File: config.mk
export PLATFORM = sky130hd
export DESIGN_NAME = i2s_frame_master
export DESIGN_NICKNAME = d
export VERILOG_FILES = /design/src/rtl/i2s_pkg.sv /design/src/rtl/i2s_clkdiv.sv /design/src/rtl/i2s_frame_master.sv
export SDC_FILE = /design/constraint.sdc
export NUM_CORES = 1
export LEC_CHECK = 0
export ABC_CLOCK_PERIOD_IN_PS = 2100
export CORE_ASPECT_RATIO = 1.4
export CORE_MARGIN = 8
export CORE_UTILIZATION = 44
export CTS_CLUSTER_DIAMETER = 120
export DETAILED_ROUTE_END_ITERATION = 12
export PLACE_DENSITY = 0.83
export RECOVER_POWER = 25
export SLEW_MARGIN = 20
export SYNTH_ARGS = -nofsm -noshare
export SYNTH_HDL_FRONTEND = slang
export SYNTH_HIERARCHICAL = 1
export SYNTH_SLANG_ARGS = --single-unit
File: constraint.sdc
create_clock -name clk -period 2.1 [get_ports clk]
set_clock_uncertainty 0.05 [all_clocks]
set_input_delay 0.525 -clock clk [delete_from_list [all_inputs] [get_ports clk]]
set_output_delay 0.525 -clock clk [all_outputs]
set_load 0.02 [all_outputs]
File: src/rtl/i2s_pkg.sv
// Shared definitions for the I2S frame master.
//   - Default sizing for samples, channels, divider and frame length.
//   - Width of the saturating underrun counter.
//   - Packed stereo frame type: channel 0 occupies the MSBs, matching audio_o.
package i2s_pkg;

  localparam int unsigned DEF_BITS       = 24;
  localparam int unsigned DEF_CHANNELS   = 2;
  localparam int unsigned DEF_SCLK_DIV   = 4;
  localparam int unsigned DEF_FRAME_BITS = 64;
  localparam int unsigned CNT_W          = 16;

  typedef struct packed {
    logic signed [DEF_BITS-1:0] ch0;
    logic signed [DEF_BITS-1:0] ch1;
  } stereo_frame_t;

endpackage

File: src/rtl/i2s_clkdiv.sv
// I2S bit clock divider and frame bit counter.
//
// Ports
//   clk              system clock
//   rst_n            asynchronous active-low reset
//   enable_i         run the divider; low forces SCLK/LRCLK low and rearms the frame
//   sclk_o           registered bit clock
//   lrclk_o          registered frame sync, high for one SCLK period per frame
//   rise_o           one-clk strobe: SCLK toggles 0->1 on the coming edge
//   fall_o           one-clk strobe: SCLK toggles 1->0 on the coming edge
//   frame_boundary_o one-clk strobe: the coming rising toggle raises LRCLK
//
// The strobes are combinational and coincide with the clk edge that updates
// sclk_o/lrclk_o, so a consumer registering on a strobe changes its outputs in
// the same cycle the clocks change.
module i2s_clkdiv
  import i2s_pkg::*;
#(
  parameter int unsigned SCLK_DIV   = DEF_SCLK_DIV,
  parameter int unsigned FRAME_BITS = DEF_FRAME_BITS
) (
  input  logic clk,
  input  logic rst_n,
  input  logic enable_i,
  output logic sclk_o,
  output logic lrclk_o,
  output logic rise_o,
  output logic fall_o,
  output logic frame_boundary_o
);

  localparam int unsigned DIV_W = $clog2(SCLK_DIV);
  localparam int unsigned BIT_W = $clog2(FRAME_BITS);
  localparam logic [DIV_W-1:0] DIV_LAST = DIV_W'(SCLK_DIV - 1);
  localparam logic [BIT_W-1:0] BIT_LAST = BIT_W'(FRAME_BITS - 1);

  logic [DIV_W-1:0] div_q, div_d;
  logic [BIT_W-1:0] bit_q, bit_d;
  logic             sclk_q, sclk_d;
  logic             lrclk_q, lrclk_d;
  logic             wrap;

  always_comb begin
    wrap    = enable_i && (div_q == DIV_LAST);
    div_d   = div_q;
    bit_d   = bit_q;
    sclk_d  = sclk_q;
    lrclk_d = lrclk_q;
    if (!enable_i) begin
      // Idle: bit counter parked on the last bit so the first rising
      // toggle after enable is a frame boundary.
      div_d   = '0;
      bit_d   = BIT_LAST;
      sclk_d  = 1'b0;
      lrclk_d = 1'b0;
    end else if (wrap) begin
      div_d  = '0;
      sclk_d = ~sclk_q;
      if (!sclk_q) begin
        // LRCLK only moves on rising toggles, so it is stable at every falling edge.
        lrclk_d = (bit_q == BIT_LAST);
      end else begin
        bit_d = (bit_q == BIT_LAST) ? '0 : bit_q + 1'b1;
      end
    end else begin
      div_d = div_q + 1'b1;
    end
  end

  always_ff @(posedge clk or negedge rst_n) begin
    if (!rst_n) begin
      div_q   <= '0;
      bit_q   <= BIT_LAST;
      sclk_q  <= 1'b0;
      lrclk_q <= 1'b0;
    end else begin
      div_q   <= div_d;
      bit_q   <= bit_d;
      sclk_q  <= sclk_d;
      lrclk_q <= lrclk_d;
    end
  end

  assign sclk_o           = sclk_q;
  assign lrclk_o          = lrclk_q;
  assign rise_o           = wrap & ~sclk_q;
  assign fall_o           = wrap & sclk_q;
  assign frame_boundary_o = wrap & ~sclk_q & (bit_q == BIT_LAST);

endmodule

File: src/rtl/i2s_frame_master.sv
// I2S frame master: generates SCLK and a PCM Format A frame sync, accepts
// stereo samples over valid/ready into a one-entry holding register and
// presents one frame word per frame to the downstream DSP-mode serializer.
//
// Ports
//   clk             system clock
//   rst_n           asynchronous active-low reset
//   enable          run SCLK/LRCLK; low = idle (handshake stays live)
//   sample_i        CHANNELS*BITS sample, channel 0 in MSBs
//   sample_valid_i  sample_i valid
//   sample_ready_o  holding register empty (registered)
//   i2s_sclk        bit clock
//   i2s_lrclk       frame sync, high for one SCLK period
//   audio_o         frame word, constant between frame boundaries
//   frame_start_o   one-clk pulse when LRCLK rises
//   underrun_o      one-clk pulse: frame boundary with nothing held
//   underrun_count  saturating count of underruns
module i2s_frame_master
  import i2s_pkg::*;
#(
  parameter int unsigned BITS             = DEF_BITS,
  parameter int unsigned CHANNELS         = DEF_CHANNELS,
  parameter int unsigned SCLK_DIV         = DEF_SCLK_DIV,
  parameter int unsigned FRAME_BITS       = DEF_FRAME_BITS,
  parameter bit          MUTE_ON_UNDERRUN = 1'b0
) (
  input  logic                     clk,
  input  logic                     rst_n,
  input  logic                     enable,
  input  logic [CHANNELS*BITS-1:0] sample_i,
  input  logic                     sample_valid_i,
  output logic                     sample_ready_o,
  output logic                     i2s_sclk,
  output logic                     i2s_lrclk,
  output logic [CHANNELS*BITS-1:0] audio_o,
  output logic                     frame_start_o,
  output logic                     underrun_o,
  output logic [CNT_W-1:0]         underrun_count
);

  localparam int unsigned W = CHANNELS * BITS;

  if (SCLK_DIV < 4) begin : g_bad_sclk_div
    $error("i2s_frame_master: SCLK_DIV must be at least 4");
  end
  if (FRAME_BITS < W + 1) begin : g_bad_frame_bits
    $error("i2s_frame_master: FRAME_BITS must be at least CHANNELS*BITS+1");
  end

  function automatic logic [CNT_W-1:0] sat_inc(input logic [CNT_W-1:0] v);
    return (v == '1) ? v : v + 1'b1;
  endfunction

  logic             sclk, lrclk, sclk_rise, sclk_fall, boundary;
  logic             accept;
  logic [W-1:0]     hold_q, hold_d;
  logic [W-1:0]     audio_q, audio_d;
  logic             full_q, full_d;
  logic             ready_q, ready_d;
  logic             fs_q, fs_d;
  logic             ur_q, ur_d;
  logic [CNT_W-1:0] underrun_cnt_q, underrun_cnt_d;

  i2s_clkdiv #(
    .SCLK_DIV   (SCLK_DIV),
    .FRAME_BITS (FRAME_BITS)
  ) u_clkdiv (
    .clk              (clk),
    .rst_n            (rst_n),
    .enable_i         (enable),
    .sclk_o           (sclk),
    .lrclk_o          (lrclk),
    .rise_o           (sclk_rise),
    .fall_o           (sclk_fall),
    .frame_boundary_o (boundary)
  );

  // Only the frame boundary strobe matters at this level.
  logic unused_edge_strobes;
  assign unused_edge_strobes = sclk_rise ^ sclk_fall;

  always_comb begin
    accept         = sample_valid_i & ready_q;
    hold_d         = hold_q;
    full_d         = full_q;
    audio_d        = audio_q;
    fs_d           = boundary;
    ur_d           = 1'b0;
    underrun_cnt_d = underrun_cnt_q;

    if (accept) begin
      hold_d = sample_i;
      full_d = 1'b1;
    end

    if (boundary) begin
      if (full_q) begin
        audio_d = hold_q;
        full_d  = 1'b0;
      end else begin
        if (MUTE_ON_UNDERRUN) audio_d = '0;
        ur_d           = 1'b1;
        underrun_cnt_d = sat_inc(underrun_cnt_q);
      end
    end

    // Drops on the accepting edge, rises one clk after a drain, so ready is
    // never high while the holding register is full.
    ready_d = ~full_q & ~accept;
  end

  always_ff @(posedge clk or negedge rst_n) begin
    if (!rst_n) begin
      full_q         <= 1'b0;
      ready_q        <= 1'b1;
      audio_q        <= '0;
      fs_q           <= 1'b0;
      ur_q           <= 1'b0;
      underrun_cnt_q <= '0;
    end else begin
      full_q         <= full_d;
      ready_q        <= ready_d;
      audio_q        <= audio_d;
      fs_q           <= fs_d;
      ur_q           <= ur_d;
      underrun_cnt_q <= underrun_cnt_d;
    end
  end

  // Holding data is qualified by full_q, so it needs no reset.
  always_ff @(posedge clk) begin
    hold_q <= hold_d;
  end

  assign sample_ready_o = ready_q;
  assign i2s_sclk       = sclk;
  assign i2s_lrclk      = lrclk;
  assign audio_o        = audio_q;
  assign frame_start_o  = fs_q;
  assign underrun_o     = ur_q;
  assign underrun_count = underrun_cnt_q;

endmodule

==> results.json, run 1 <==
{
  "portBuffers": 120,
  "rsz0062_at_grt": "true",
  "max-vdd-ir-drop_mv": 0.8271,
  "grt_overflow": 0,
  "r2r_start": "u_clkdiv/bit_q[3]$_DFFE_PN1P_",
  "preCtsSetupSlack_ps": -458.3,
  "m1WireLength_mm": 3.773,
  "ios": 121,
  "reg2reg_depth": 6,
  "required_ps": 1520,
  "relSlewSlack_pct": 74.68,
  "final_cell_mix": "105 x clkdlybuf4s50_1, 71 x dfrtp_1, 49 x mux2_2",
  "drt-vias-per-instance": 4.943,
  "hold_path.class": "reg -> reg",
  "wl_met2_mm": 5.878,
  "drive_above_1_share_pct": 29.41,
  "crit_family": "buffers and inverters",
  "clock-root-buffer": "clkbuf_16",
  "fmax_ghz": 0.4763,
  "routed.top_layer": "met4",
  "crit_start": "underrun_count[2]$_DFFE_PN0P_",
  "crit_path_max_incr_delay_ps": 670,
  "area_delta_synth_final_pct": 48.92,
  "clk_pin_slew_ps": 60,
  "fin_crit_ps": 2100,
  "worst_slack_ps": 0.4231,
  "hpwl_mm": 7.305,
  "hold-worst-slack_ps": 386.1,
  "reg2reg_slack_ps": 10,
  "hold_violations": 0,
  "antenna_left": 0,
  "core_area_um2": 10290,
  "start_util_pct": 44.94,
  "critical_path.endpoint": "underrun_count[2]",
  "worstPathArrival_ps": 1520,
  "layout_commonest_cell": "clkdlybuf4s50_1",
  "vias": 2872,
  "numCtsBuffers": 17,
  "synth.avg_cell_area_um2": 16.89,
  "slowest_stage": "clkdlybuf4s50_1",
  "worstSkewPairLatency_ps": 400,
  "cts_tree": "built",
  "fillers": 759,
  "row_count": 44,
  "grt_first_pass_wirelength_mm": 16.18,
  "path_cells": "clkdlybuf4s50_1",
  "max-cap-violations": 0,
  "critPathKind": "reg -> out",
  "antenna_found_initial": 0,
  "grt_pass1_vias": 3184,
  "cts.sinks": 126,
  "path_depth": 1,
  "grt.total_usage_pct": 15.29,
  "period_share_pct": 99.98,
  "status": "completed",
  "grt_max_degree": 50,
  "gp_congestion": 0.7950,
  "wl_per_cell_um": 18.04,
  "worstMarginPinSlew_ps": 374.6,
  "ys_warn_count": 6,
  "wl_met3_um": 612,
  "dr.pass1.iters": 5,
  "fp.dieW_um": 102.7,
  "r2r_end": "underrun_count[11]$_DFFE_PN0P_",
  "worstPathMaxFanout": 5,
  "h-tree-depth": 4,
  "netlist_instances": 274,
  "drc": 0,
  "path_buf_inv": 1,
  "die-area_um2": 14100,
  "syn_area_um2": 4627,
  "leakagePower_uw": 0.002875,
  "cts_buffer_depth": 2,
  "drt_iter0_drc": 51,
  "slew_violations": 0,
  "setup_viol": 0,
  "wl_mm": 10.48,
  "synth_fp_nets": 329,
  "fin_nets": 484,
  "die_h_um": 137.3,
  "crit_path_end_kind": "output port",
  "worstSetupStartpointType": "register",
  "powerDensity_nw_per_um2": 1310
}
## worst register-to-register path: stages, from the launching register on
cell,delay (ps)
dfstp_2,580
nand3_4,100
nor4_4,280
nand3b_1,120
or4_4,490
nor3b_2,210
xor2_1,180
## layout make-up
class	instances	area [µm²]	area share, %
Sequential cell	126	3402	49.37
Inverter	2	7.507	0.1090
Antenna cell	1	2.502	0.03632
Multi-Input combinational cell	138	1256	18.23
Clock buffer	19	454.2	6.592
Tap cell	138	172.7	2.506
Timing Repair Buffer	144	1431	20.77
Clock inverter	13	163.9	2.379
## through the flow
stage	util, %	power (µW)	area (µm²)	setup TNS, ps	std cells
2_1_floorplan	-	4694	4643	-9.748	274
3_3_place_gp	59.99	6027	6176	-17140	545
3_5_place_dp	59.99	6111	6176	-17460	545
4_1_cts	66.41	9146	6837	0	579
5_1_grt	66.91	9392	6888	-289.4	580
6_report	66.93	9030	6890	0	581
## routing by layer
metal | vias to the layer above | GRT usage [%]
met3 | 16 | 4.906
met2 | 101 | 28.20
li1 | 1317 | -
met4 | 0 | 7.043
met5 | - | 0
met1 | 1438 | 14.95
## what timing repair did
item / CTS / global route
hold endpoints to repair: 21 / 0
setup buffers: 1 / 1
resized for setup: 9 / 11
hold buffers: 1 / 0
setup endpoints to repair: 7 / 20
pin swaps: 1 / 4
## sequential cells by signal (all words and copies together) (netlist names)
name / cells
u_clkdiv/lrclk_o: 1
frame_start_o: 1
underrun_o: 1
audio_o: 48
underrun_count: 16
full_q: 1
u_clkdiv/div_q: 2
u_clkdiv/sclk_o: 1
sample_ready_o: 1
hold_q: 48
u_clkdiv/bit_q: 6
## report_power, final
group | total (µW) | internal [µW] | switching [µW]
clock | 2990 | 1940 | 1060
combinational | 2460 | 1280 | 1180
sequential | 3580 | 3240 | 334
## worst min-delay path by stage
stage	startpoint	to	slack, ps	cells after the start
finish	u_clkdiv/div_q[0]$_DFF_PN0_	u_clkdiv/div_q[0]$_DFF_PN0_	390	1
global route	u_clkdiv/div_q[0]$_DFF_PN0_	u_clkdiv/div_q[0]$_DFF_PN0_	400	1
CTS	u_clkdiv/div_q[0]$_DFF_PN0_	u_clkdiv/div_q[0]$_DFF_PN0_	380	1
detailed placement	u_clkdiv/div_q[0]$_DFF_PN0_	u_clkdiv/div_q[0]$_DFF_PN0_	370	1
global placement	u_clkdiv/div_q[0]$_DFF_PN0_	u_clkdiv/div_q[0]$_DFF_PN0_	360	1
floorplan	rst_n	audio_o[0]$_DFFE_PN0P_	180	0
Note: power is estimated with default switching activity, not from simulation.
==> inputs of run 2 (changes only) <==
--- a/config.mk
+++ b/config.mk
@@ -11,6 +11,7 @@
 export CORE_UTILIZATION = 44
 export CTS_CLUSTER_DIAMETER = 120
 export DETAILED_ROUTE_END_ITERATION = 12
+export GPL_ROUTABILITY_DRIVEN = 0
 export PLACE_DENSITY = 0.83
 export RECOVER_POWER = 25
 export SLEW_MARGIN = 20
==> results of run 2 <==
Final layout, timing and power as in run 1 (identical DEF).
==> inputs of run 3 (changes only) <==
--- a/config.mk
+++ b/config.mk
@@ -6,6 +6,7 @@
 export NUM_CORES = 1
 export LEC_CHECK = 0
 export ABC_CLOCK_PERIOD_IN_PS = 2100
+export CAP_MARGIN = 20
 export CORE_ASPECT_RATIO = 1.4
 export CORE_MARGIN = 8
 export CORE_UTILIZATION = 44
@@ -14,7 +15,6 @@
 export GPL_ROUTABILITY_DRIVEN = 0
 export PLACE_DENSITY = 0.83
 export RECOVER_POWER = 25
-export SLEW_MARGIN = 20
 export SYNTH_ARGS = -nofsm -noshare
 export SYNTH_HDL_FRONTEND = slang
 export SYNTH_HIERARCHICAL = 1
==> results of run 3 <==
Final layout, timing and power as in run 1 (identical DEF).
